<file path="src/rtl/mem_access_stage_pkg.sv">
// Shared MEM-stage definitions: FSM states, byte-enable constants, control-bit
// positions agreed with Decode/Execute, and the bundles the stage registers.
package mem_access_stage_pkg;

  typedef enum logic {
    MEM_IDLE = 1'b0,
    MEM_REQ  = 1'b1
  } mem_state_e;

  localparam logic [3:0] BE_WORD  = 4'b1111;
  localparam logic [3:0] BE_BYTE0 = 4'b1000;

  // Bit positions of the memory controls inside the pipeline control word
  localparam int CTL_MEM_RD       = 0;
  localparam int CTL_MEM_WR       = 1;
  localparam int CTL_MEM_BYTE     = 2;
  localparam int CTL_MEM_UNSIGNED = 3;
  localparam int CTL_WIDTH        = 4;

  typedef struct packed {
    logic        req;
    logic        we;
    logic [31:0] addr;
    logic [31:0] wdata;
    logic [3:0]  be;
  } dmem_cmd_t;

  typedef struct packed {
    logic [4:0] dest;
    logic       reg_wr;
    logic       is_load;
    logic       byte_acc;
    logic       is_unsigned;
    logic [1:0] offset;
  } mem_ctx_t;

  typedef struct packed {
    logic        valid;
    logic [31:0] data;
    logic [4:0]  dest;
    logic        reg_wr;
  } wb_bundle_t;

  // Big-endian lanes: byte offset 0 is the MSB lane
  function automatic logic [3:0] byte_lane_be(input logic [1:0] offset);
    return BE_BYTE0 >> offset;
  endfunction

endpackage

</file>
<file path="src/rtl/mem_access_stage_if.sv">
// Data-memory request/acknowledge port between the MEM stage and the memory.
interface mem_access_stage_if;
  logic        dmem_req;
  logic        dmem_we;
  logic [31:0] dmem_addr;
  logic [31:0] dmem_wdata;
  logic [3:0]  dmem_be;
  logic        dmem_ack;
  logic [31:0] dmem_rdata;

  modport master (
    output dmem_req, dmem_we, dmem_addr, dmem_wdata, dmem_be,
    input  dmem_ack, dmem_rdata
  );

  modport slave (
    input  dmem_req, dmem_we, dmem_addr, dmem_wdata, dmem_be,
    output dmem_ack, dmem_rdata
  );
endinterface

</file>
<file path="src/rtl/mem_access_stage_load_align.sv">
// Big-endian load extraction: picks the addressed byte lane and sign/zero
// extends it, or passes a full word through.
module mem_access_stage_load_align
  import mem_access_stage_pkg::*;
(
  input  logic [31:0] rdata,
  input  logic [1:0]  offset,
  input  logic        byte_sel,
  input  logic        is_unsigned,
  output logic [31:0] result
);

  logic [7:0] lane;

  always_comb begin
    case (offset)
      2'd0:    lane = rdata[31:24];
      2'd1:    lane = rdata[23:16];
      2'd2:    lane = rdata[15:8];
      default: lane = rdata[7:0];
    endcase

    if (!byte_sel)        result = rdata;
    else if (is_unsigned) result = {24'h000000, lane};
    else                  result = {{24{lane[7]}}, lane};
  end

endmodule

</file>
<file path="src/rtl/mem_access_stage.sv">
// MEM pipeline stage: issues data-memory accesses with big-endian lane
// handling, stalls upstream while one is outstanding, registers writeback.
module mem_access_stage
  import mem_access_stage_pkg::*;
#(
  parameter int TIMEOUT_CYCLES = 255,
  parameter int CNT_WIDTH      = 8
) (
  input  logic               clock,
  input  logic               reset,
  input  logic               valid_mem,
  input  logic [31:0]        alu_result,
  input  logic [31:0]        store_data,
  input  logic               mem_rd,
  input  logic               mem_wr,
  input  logic               mem_byte,
  input  logic               mem_unsigned,
  input  logic               reg_wr,
  input  logic [4:0]         dest,
  output logic               stall,
  mem_access_stage_if.master dmem,
  output logic               wb_valid,
  output logic [31:0]        wb_data,
  output logic [4:0]         wb_dest,
  output logic               wb_reg_wr,
  output logic               misalign,
  output logic               bus_error
);

  localparam logic [CNT_WIDTH-1:0] CNT_LAST = CNT_WIDTH'(TIMEOUT_CYCLES - 1);

  mem_state_e           state_q, state_d;
  logic [CNT_WIDTH-1:0] cnt_q, cnt_d;
  dmem_cmd_t            cmd_q, cmd_d;
  mem_ctx_t             ctx_q, ctx_d;
  wb_bundle_t           wb_q, wb_d;
  logic                 misalign_q, misalign_d;
  logic                 bus_error_q, bus_error_d;

  logic [CTL_WIDTH-1:0] ctl;
  logic                 memop;
  logic                 misaligned;
  logic                 timeout_hit;
  logic [31:0]          load_data;

  always_comb begin
    ctl                   = '0;
    ctl[CTL_MEM_RD]       = mem_rd;
    ctl[CTL_MEM_WR]       = mem_wr;
    ctl[CTL_MEM_BYTE]     = mem_byte;
    ctl[CTL_MEM_UNSIGNED] = mem_unsigned;
  end

  assign memop       = valid_mem & (ctl[CTL_MEM_RD] | ctl[CTL_MEM_WR]);
  assign misaligned  = !ctl[CTL_MEM_BYTE] & (alu_result[1:0] != 2'b00);
  assign timeout_hit = (cnt_q == CNT_LAST);

  mem_access_stage_load_align u_load_align (
    .rdata       (dmem.dmem_rdata),
    .offset      (ctx_q.offset),
    .byte_sel    (ctx_q.byte_acc),
    .is_unsigned (ctx_q.is_unsigned),
    .result      (load_data)
  );

  always_comb begin
    // NOTE: every variable written here gets a default first, so no path can infer a latch.
    state_d     = state_q;
    cnt_d       = cnt_q;
    cmd_d       = cmd_q;
    ctx_d       = ctx_q;
    wb_d        = wb_q;
    wb_d.valid  = 1'b0;
    misalign_d  = 1'b0;
    bus_error_d = 1'b0;
    stall       = 1'b0;

    case (state_q)
      MEM_IDLE: begin
        if (valid_mem && !memop) begin
          wb_d.valid  = 1'b1;
          wb_d.data   = alu_result;
          wb_d.dest   = dest;
          wb_d.reg_wr = reg_wr;
        end else if (memop && misaligned) begin
          misalign_d = 1'b1;
        end else if (memop) begin
          stall      = 1'b1;
          cmd_d.req  = 1'b1;
          cmd_d.we   = ctl[CTL_MEM_WR] & !ctl[CTL_MEM_RD];
          cmd_d.addr = {alu_result[31:2], 2'b00};
          if (ctl[CTL_MEM_BYTE]) begin
            cmd_d.wdata = {4{store_data[7:0]}};
            cmd_d.be    = byte_lane_be(alu_result[1:0]);
          end else begin
            cmd_d.wdata = store_data;
            cmd_d.be    = BE_WORD;
          end
          ctx_d.dest        = dest;
          ctx_d.reg_wr      = reg_wr;
          ctx_d.is_load     = ctl[CTL_MEM_RD];
          ctx_d.byte_acc    = ctl[CTL_MEM_BYTE];
          ctx_d.is_unsigned = ctl[CTL_MEM_UNSIGNED];
          ctx_d.offset      = alu_result[1:0];
          cnt_d             = '0;
          state_d           = MEM_REQ;
        end
      end

      MEM_REQ: begin
        if (dmem.dmem_ack) begin
          cmd_d.req  = 1'b0;
          state_d    = MEM_IDLE;
          wb_d.valid = 1'b1;
          wb_d.dest  = ctx_q.dest;
          if (ctx_q.is_load) begin
            wb_d.data   = load_data;
            wb_d.reg_wr = ctx_q.reg_wr;
          end else begin
            wb_d.data   = 32'h0;
            wb_d.reg_wr = 1'b0;
          end
        end else if (timeout_hit) begin
          // Abandon the access; upstream is released in this same cycle
          cmd_d.req   = 1'b0;
          bus_error_d = 1'b1;
          state_d     = MEM_IDLE;
        end else begin
          stall = 1'b1;
          cnt_d = cnt_q + CNT_WIDTH'(1);
        end
      end

      default: state_d = MEM_IDLE;
    endcase
  end

  always_ff @(posedge clock) begin
    // NOTE: sequential state is updated with non-blocking assignments only.
    if (reset) begin
      state_q     <= MEM_IDLE;
      cnt_q       <= '0;
      cmd_q       <= '0;
      ctx_q       <= '0;
      wb_q        <= '0;
      misalign_q  <= 1'b0;
      bus_error_q <= 1'b0;
    end else begin
      state_q     <= state_d;
      cnt_q       <= cnt_d;
      cmd_q       <= cmd_d;
      ctx_q       <= ctx_d;
      wb_q        <= wb_d;
      misalign_q  <= misalign_d;
      bus_error_q <= bus_error_d;
    end
  end

  assign dmem.dmem_req   = cmd_q.req;
  assign dmem.dmem_we    = cmd_q.we;
  assign dmem.dmem_addr  = cmd_q.addr;
  assign dmem.dmem_wdata = cmd_q.wdata;
  assign dmem.dmem_be    = cmd_q.be;

  assign wb_valid  = wb_q.valid;
  assign wb_data   = wb_q.data;
  assign wb_dest   = wb_q.dest;
  assign wb_reg_wr = wb_q.reg_wr;
  assign misalign  = misalign_q;
  assign bus_error = bus_error_q;

endmodule

</file>
<file path="src/flat_wrapper.sv">
// flat-port wrapper written by rule: the top's interface ports become plain ports
module mem_access_stage_flat import mem_access_stage_pkg::*;
#(
  parameter int TIMEOUT_CYCLES = 255,
  parameter int CNT_WIDTH      = 8
)
  (clock, reset, valid_mem, alu_result, store_data, mem_rd, mem_wr, mem_byte, mem_unsigned, reg_wr, dest, stall, wb_valid, wb_data, wb_dest, wb_reg_wr, misalign, bus_error, dmem_dmem_req, dmem_dmem_we, dmem_dmem_addr, dmem_dmem_wdata, dmem_dmem_be, dmem_dmem_ack, dmem_dmem_rdata);
  mem_access_stage_if dmem_i ();
  input  logic clock;
  input  logic reset;
  input  logic valid_mem;
  input  logic [31:0] alu_result;
  input  logic [31:0] store_data;
  input  logic mem_rd;
  input  logic mem_wr;
  input  logic mem_byte;
  input  logic mem_unsigned;
  input  logic reg_wr;
  input  logic [4:0] dest;
  output logic stall;
  output logic wb_valid;
  output logic [31:0] wb_data;
  output logic [4:0] wb_dest;
  output logic wb_reg_wr;
  output logic misalign;
  output logic bus_error;
  output wire logic [$bits(dmem_i.dmem_req)-1:0] dmem_dmem_req;
  output wire logic [$bits(dmem_i.dmem_we)-1:0] dmem_dmem_we;
  output wire logic [$bits(dmem_i.dmem_addr)-1:0] dmem_dmem_addr;
  output wire logic [$bits(dmem_i.dmem_wdata)-1:0] dmem_dmem_wdata;
  output wire logic [$bits(dmem_i.dmem_be)-1:0] dmem_dmem_be;
  input wire logic [$bits(dmem_i.dmem_ack)-1:0] dmem_dmem_ack;
  input wire logic [$bits(dmem_i.dmem_rdata)-1:0] dmem_dmem_rdata;
  assign dmem_dmem_req = dmem_i.dmem_req;
  assign dmem_dmem_we = dmem_i.dmem_we;
  assign dmem_dmem_addr = dmem_i.dmem_addr;
  assign dmem_dmem_wdata = dmem_i.dmem_wdata;
  assign dmem_dmem_be = dmem_i.dmem_be;
  assign dmem_i.dmem_ack = dmem_dmem_ack;
  assign dmem_i.dmem_rdata = dmem_dmem_rdata;
  mem_access_stage #(.TIMEOUT_CYCLES(TIMEOUT_CYCLES), .CNT_WIDTH(CNT_WIDTH)) u_core (.clock(clock), .reset(reset), .valid_mem(valid_mem), .alu_result(alu_result), .store_data(store_data), .mem_rd(mem_rd), .mem_wr(mem_wr), .mem_byte(mem_byte), .mem_unsigned(mem_unsigned), .reg_wr(reg_wr), .dest(dest), .stall(stall), .dmem(dmem_i), .wb_valid(wb_valid), .wb_data(wb_data), .wb_dest(wb_dest), .wb_reg_wr(wb_reg_wr), .misalign(misalign), .bus_error(bus_error));
endmodule
</file>
<file path="config.mk">
export PLATFORM = sky130hd
export DESIGN_NAME = mem_access_stage_flat
export DESIGN_NICKNAME = d
export VERILOG_FILES = /design/src/rtl/mem_access_stage_pkg.sv /design/src/rtl/mem_access_stage_if.sv /design/src/rtl/mem_access_stage_load_align.sv /design/src/rtl/mem_access_stage.sv /design/src/flat_wrapper.sv
export SDC_FILE = /design/constraint.sdc
export NUM_CORES = 1
export LEC_CHECK = 0
export CAP_MARGIN = 30
export CORE_UTILIZATION = 44
export DETAILED_ROUTE_END_ITERATION = 8
export MAX_ROUTING_LAYER = met4
export PLACE_DENSITY = 0.79
export REMOVE_ABC_BUFFERS = 1
export SYNTH_ARGS = -nofsm -noshare
export SYNTH_HDL_FRONTEND = slang
export SYNTH_SLANG_ARGS = --single-unit
</file>
<file path="constraint.sdc">
create_clock -name clock -period 2 [get_ports clock]
set_clock_uncertainty 0.15 [all_clocks]
set_input_delay 0.4 -clock clock [delete_from_list [all_inputs] [get_ports clock]]
set_output_delay 0.4 -clock clock [all_outputs]
set_load 0.05 [all_outputs]
</file>
==> summary.md, run 1 <==
| Metric | Value |
|---|---|
| Gate Count Post-Synth | `667` |
| P per Cell Area | `810 nW/um^2` |
| Hold Buf Count CTS | `0` |
| Gr usage total | `28.6%` |
| Worst Tran Pin Value | `0.883 ns` |
| Post-synth EDFFs | `0` |
| HPWL after detailed placement | `12900 um` |
| IO Pins | `222` |
| 1st-iter DRT viols | `324` |
| Antenna fix cells | `0` |
| Setup TNS | `-0.0233 ns` |
| Antenna-violating nets left | `0` |
| Hold WS | `0.264 ns` |
| Type of origin of the critical path | `flop` |
| Final hold violation count | `0` |
| Layout Nets | `1003` |
| Die ar. | `13200 um^2` |
| Failing checks | `setup timing` |
| Final Cycle Share | `101%` |
| CTS root buffer | `clkbuf_16` |
| # DRC | `0` |
| Commonest cells after routing, fill and taps aside | `141 x buf_4, 131 x nand2_1, 123 x dfxtp_1` |
| Max-Cap Viols | `0` |
| Synthesis-stage register bit count | `129` |
| Yosys cell types | `50` |
| Routed length per instance | `16.9 um` |
| Cell Area, Synth | `5590 um^2` |
| Final setup margin | `-0.0233 ns` |
| Slew HR | `40.9%` |
| Row Count | `40` |
| H-Tree Level Count | `4` |
| Crit path required time | `1.45 ns` |
| Critical Path Sink Type | `primary output` |
| First-pass GRT wire length | `27900 um` |
| Peak Freq | `494 MHz` |
| Pleak | `3.65 nW` |
| Pins over their slew limit | `0` |
| Final wirelength | `18100 um` |
| CTS tree | `done` |
| Sequential share of the synthesized area | `46.2%` |
| Post-synth top flop | `dfxtp_1` |
| Clock Sinks | `129` |
| Clock latency on the worst-skew pair | `0.42 ns` |
| Final setup viols | `1` |
| Die width | `115 um` |
| Number of fillers in the final layout | `998` |
| Reg clk slew, reported paths | `0.05 ns` |
| Total chip power | `6.88 mW` |
| Arrival time worst endpoint | `1.47 ns` |
| Core ar. | `12200 um^2` |
| Area Overhead vs Synth | `51.9%` |
| Vias in the first global route | `5653` |
| Vias per std cell | `5.47` |
| CTS Buf Count | `17` |
| Layout cells sized above 1 | `23.2%` |
| Commonest non-fill, non-tap cell in the layout | `buf_4` |
| Antenna violations before repair | `0` |
| Asr flop ratio synth | `0%` |
| Via count | `5856` |
| Grt ovf | `0` |
| Min Clock Period, post-route | `2.02 ns` |
| Pre-antenna DRT Iters | `5` |
| GP Congestion | `0.837` |
| Worst VDD drop | `0.543 mV` |
| Status | `complete, but fails checks` |
| Clock Path Buffers | `2` |
| Final non-filler cell total | `1070` |
| Setup CP Type | `flop to primary output` |
| Worst hold path class | `input pin to flop` |
| I/O Buffers | `219` |
| Synth warn | `0` |
| RSZ-0062 raised after global routing | `yes` |
| Syn_area_per_cell | `8.38 um^2` |
| Pin count of the biggest net entering global routing | `68` |
| CP Max Fanout | `5` |
| Die Y | `115 um` |
| Initial Util | `45.8%` |
| Placed cells | `1036` |
==> metrics by stage <==
stage / cell area [um^2] / utilization (%) / setup slack [ns]
5_1_grt: 8490 / 69.6 / -0.0720
2_1_floorplan: 5280 / - / -2.44
4_1_cts: 8420 / 69.0 / -0.109
6_report: 8490 / 69.6 / -0.0233
3_3_place_gp: 7890 / 64.6 / -0.260
3_5_place_dp: 7890 / 64.6 / -0.335
==> power breakdown <==
group / switching (mW) / internal [mW] / total, mW
Sequential: 0.0768 / 2.70 / 2.78
Clock: 1.06 / 1.62 / 2.68
Combinational: 0.851 / 0.574 / 1.42
==> cells by family (layout without fill, tap and decap cells) <==
family,Yosys count,after routing,share of synthesized area (%)
buffers and inverters,63,297,5.75
muxes,33,33,6.09
other,1,2,0.0671
adders and majority gates,2,2,0.448
DFF,129,129,46.2
and+or+nand+nor,234,234,18.6
xor gates and xnor gates,4,4,0.627
AOI/OAI and AO/OA,201,201,22.2
==> layout make-up <==
cell class              count  area, um^2  share of cell area (%)
inverters                   2        7.51                  0.0884
multi-input cells         476        2760                    32.4
flip-flops and latches    129        2590                    30.5
clock buffers              23         468                    5.51
well taps                 168         210                    2.47
clock inverters             7        37.5                   0.442
repair buffers            265        2420                    28.5
==> worst max-delay path: stages (launching register included) <==
cell and delay, ns:
dfxtp_2 0.37, nand4_1 0.21, o21ai_4 0.24, nand2_2 0.09, buf_12 0.15
==> registers in the layout, indices dropped and copies added (netlist names) <==
name	cells
u_core.bus_error	1
u_core.cnt_q	8
u_core.ctx_q	11
u_core.dmem.dmem_addr	30
u_core.dmem.dmem_be	4
u_core.dmem.dmem_req	1
u_core.dmem.dmem_wdata	32
u_core.dmem.dmem_we	1
u_core.misalign	1
u_core.state_q	1
u_core.wb_data	32
u_core.wb_dest	5
u_core.wb_reg_wr	1
u_core.wb_valid	1
==> cell usage after synthesis, types with 2 or more instances <==
cell type	instances	area share (%)
or4_1	2	0.27
nor3_1	2	0.18
o2111ai_1	2	0.31
nand3_1	25	2.2
or3_1	2	0.22
nor3b_1	2	0.27
ha_1	2	0.45
o21ai_1	4	0.36
buf_1	2	0.13
nor4_1	3	0.34
mux2i_1	25	4.5
buf_2	20	1.8
a32oi_1	5	0.78
a22oi_1	5	0.67
nand2b_1	3	0.34
mux2_2	8	1.6
xor2_1	4	0.63
inv_1	2	0.13
nor2_1	33	2.2
nand4_1	2	0.22
a21o_1	8	1.1
dfxtp_1	129	46
o211ai_1	3	0.40
and3_1	13	1.5
o21ai_0	20	1.8
buf_6	6	1.2
a31oi_1	4	0.45
a21oi_1	93	8.3
buf_4	4	0.54
clkbuf_1	29	1.9
nand3b_1	2	0.27
and2_1	2	0.22
nor2b_1	4	0.45
a211oi_1	24	3.2
nand2_1	132	8.9
o22ai_1	8	0.90
a211o_1	20	3.1
==> layer usage <==
| layer | global-route usage (%) | wire, um | vias to the layer above |
|---|---|---|---|
| met2 | 48.0 | 8890 | 267 |
| met3 | 7.73 | 1500 | 32 |
| met4 | 12.6 | 422 | 0 |
| met5 | - | 0 | - |
| li1 | - | - | 2805 |
| met1 | 31.7 | 7300 | 2752 |
==> worst paths after layout <==
check                                               start                         to  slack (ns)  cells after the start
worst max-delay path                      u_core.cnt_q[3]                      stall       -0.02                      4
worst min-delay path                               mem_rd            u_core.ctx_q[4]        0.26                      4
worst max register to register            u_core.cnt_q[3]            u_core.cnt_q[4]        0.14                      6
worst min register to register  u_core.dmem.dmem_addr[12]  u_core.dmem.dmem_addr[12]        0.30                      2
==> repair_timing <==
item / CTS / global route
buffers inserted: 2 / 2
pin swaps: 1 / 5
endpoints found under the setup margin: 4 / 13
gates resized for setup: 10 / 18
Power figures use the tool's default switching activity.
==> inputs of run 2 (changes only) <==
Settings changed: ABC_CLOCK_PERIOD_IN_PS from default to 2000.
==> results of run 2 <==
Same layout as run 1: the final DEF is identical, and so are final timing and power.
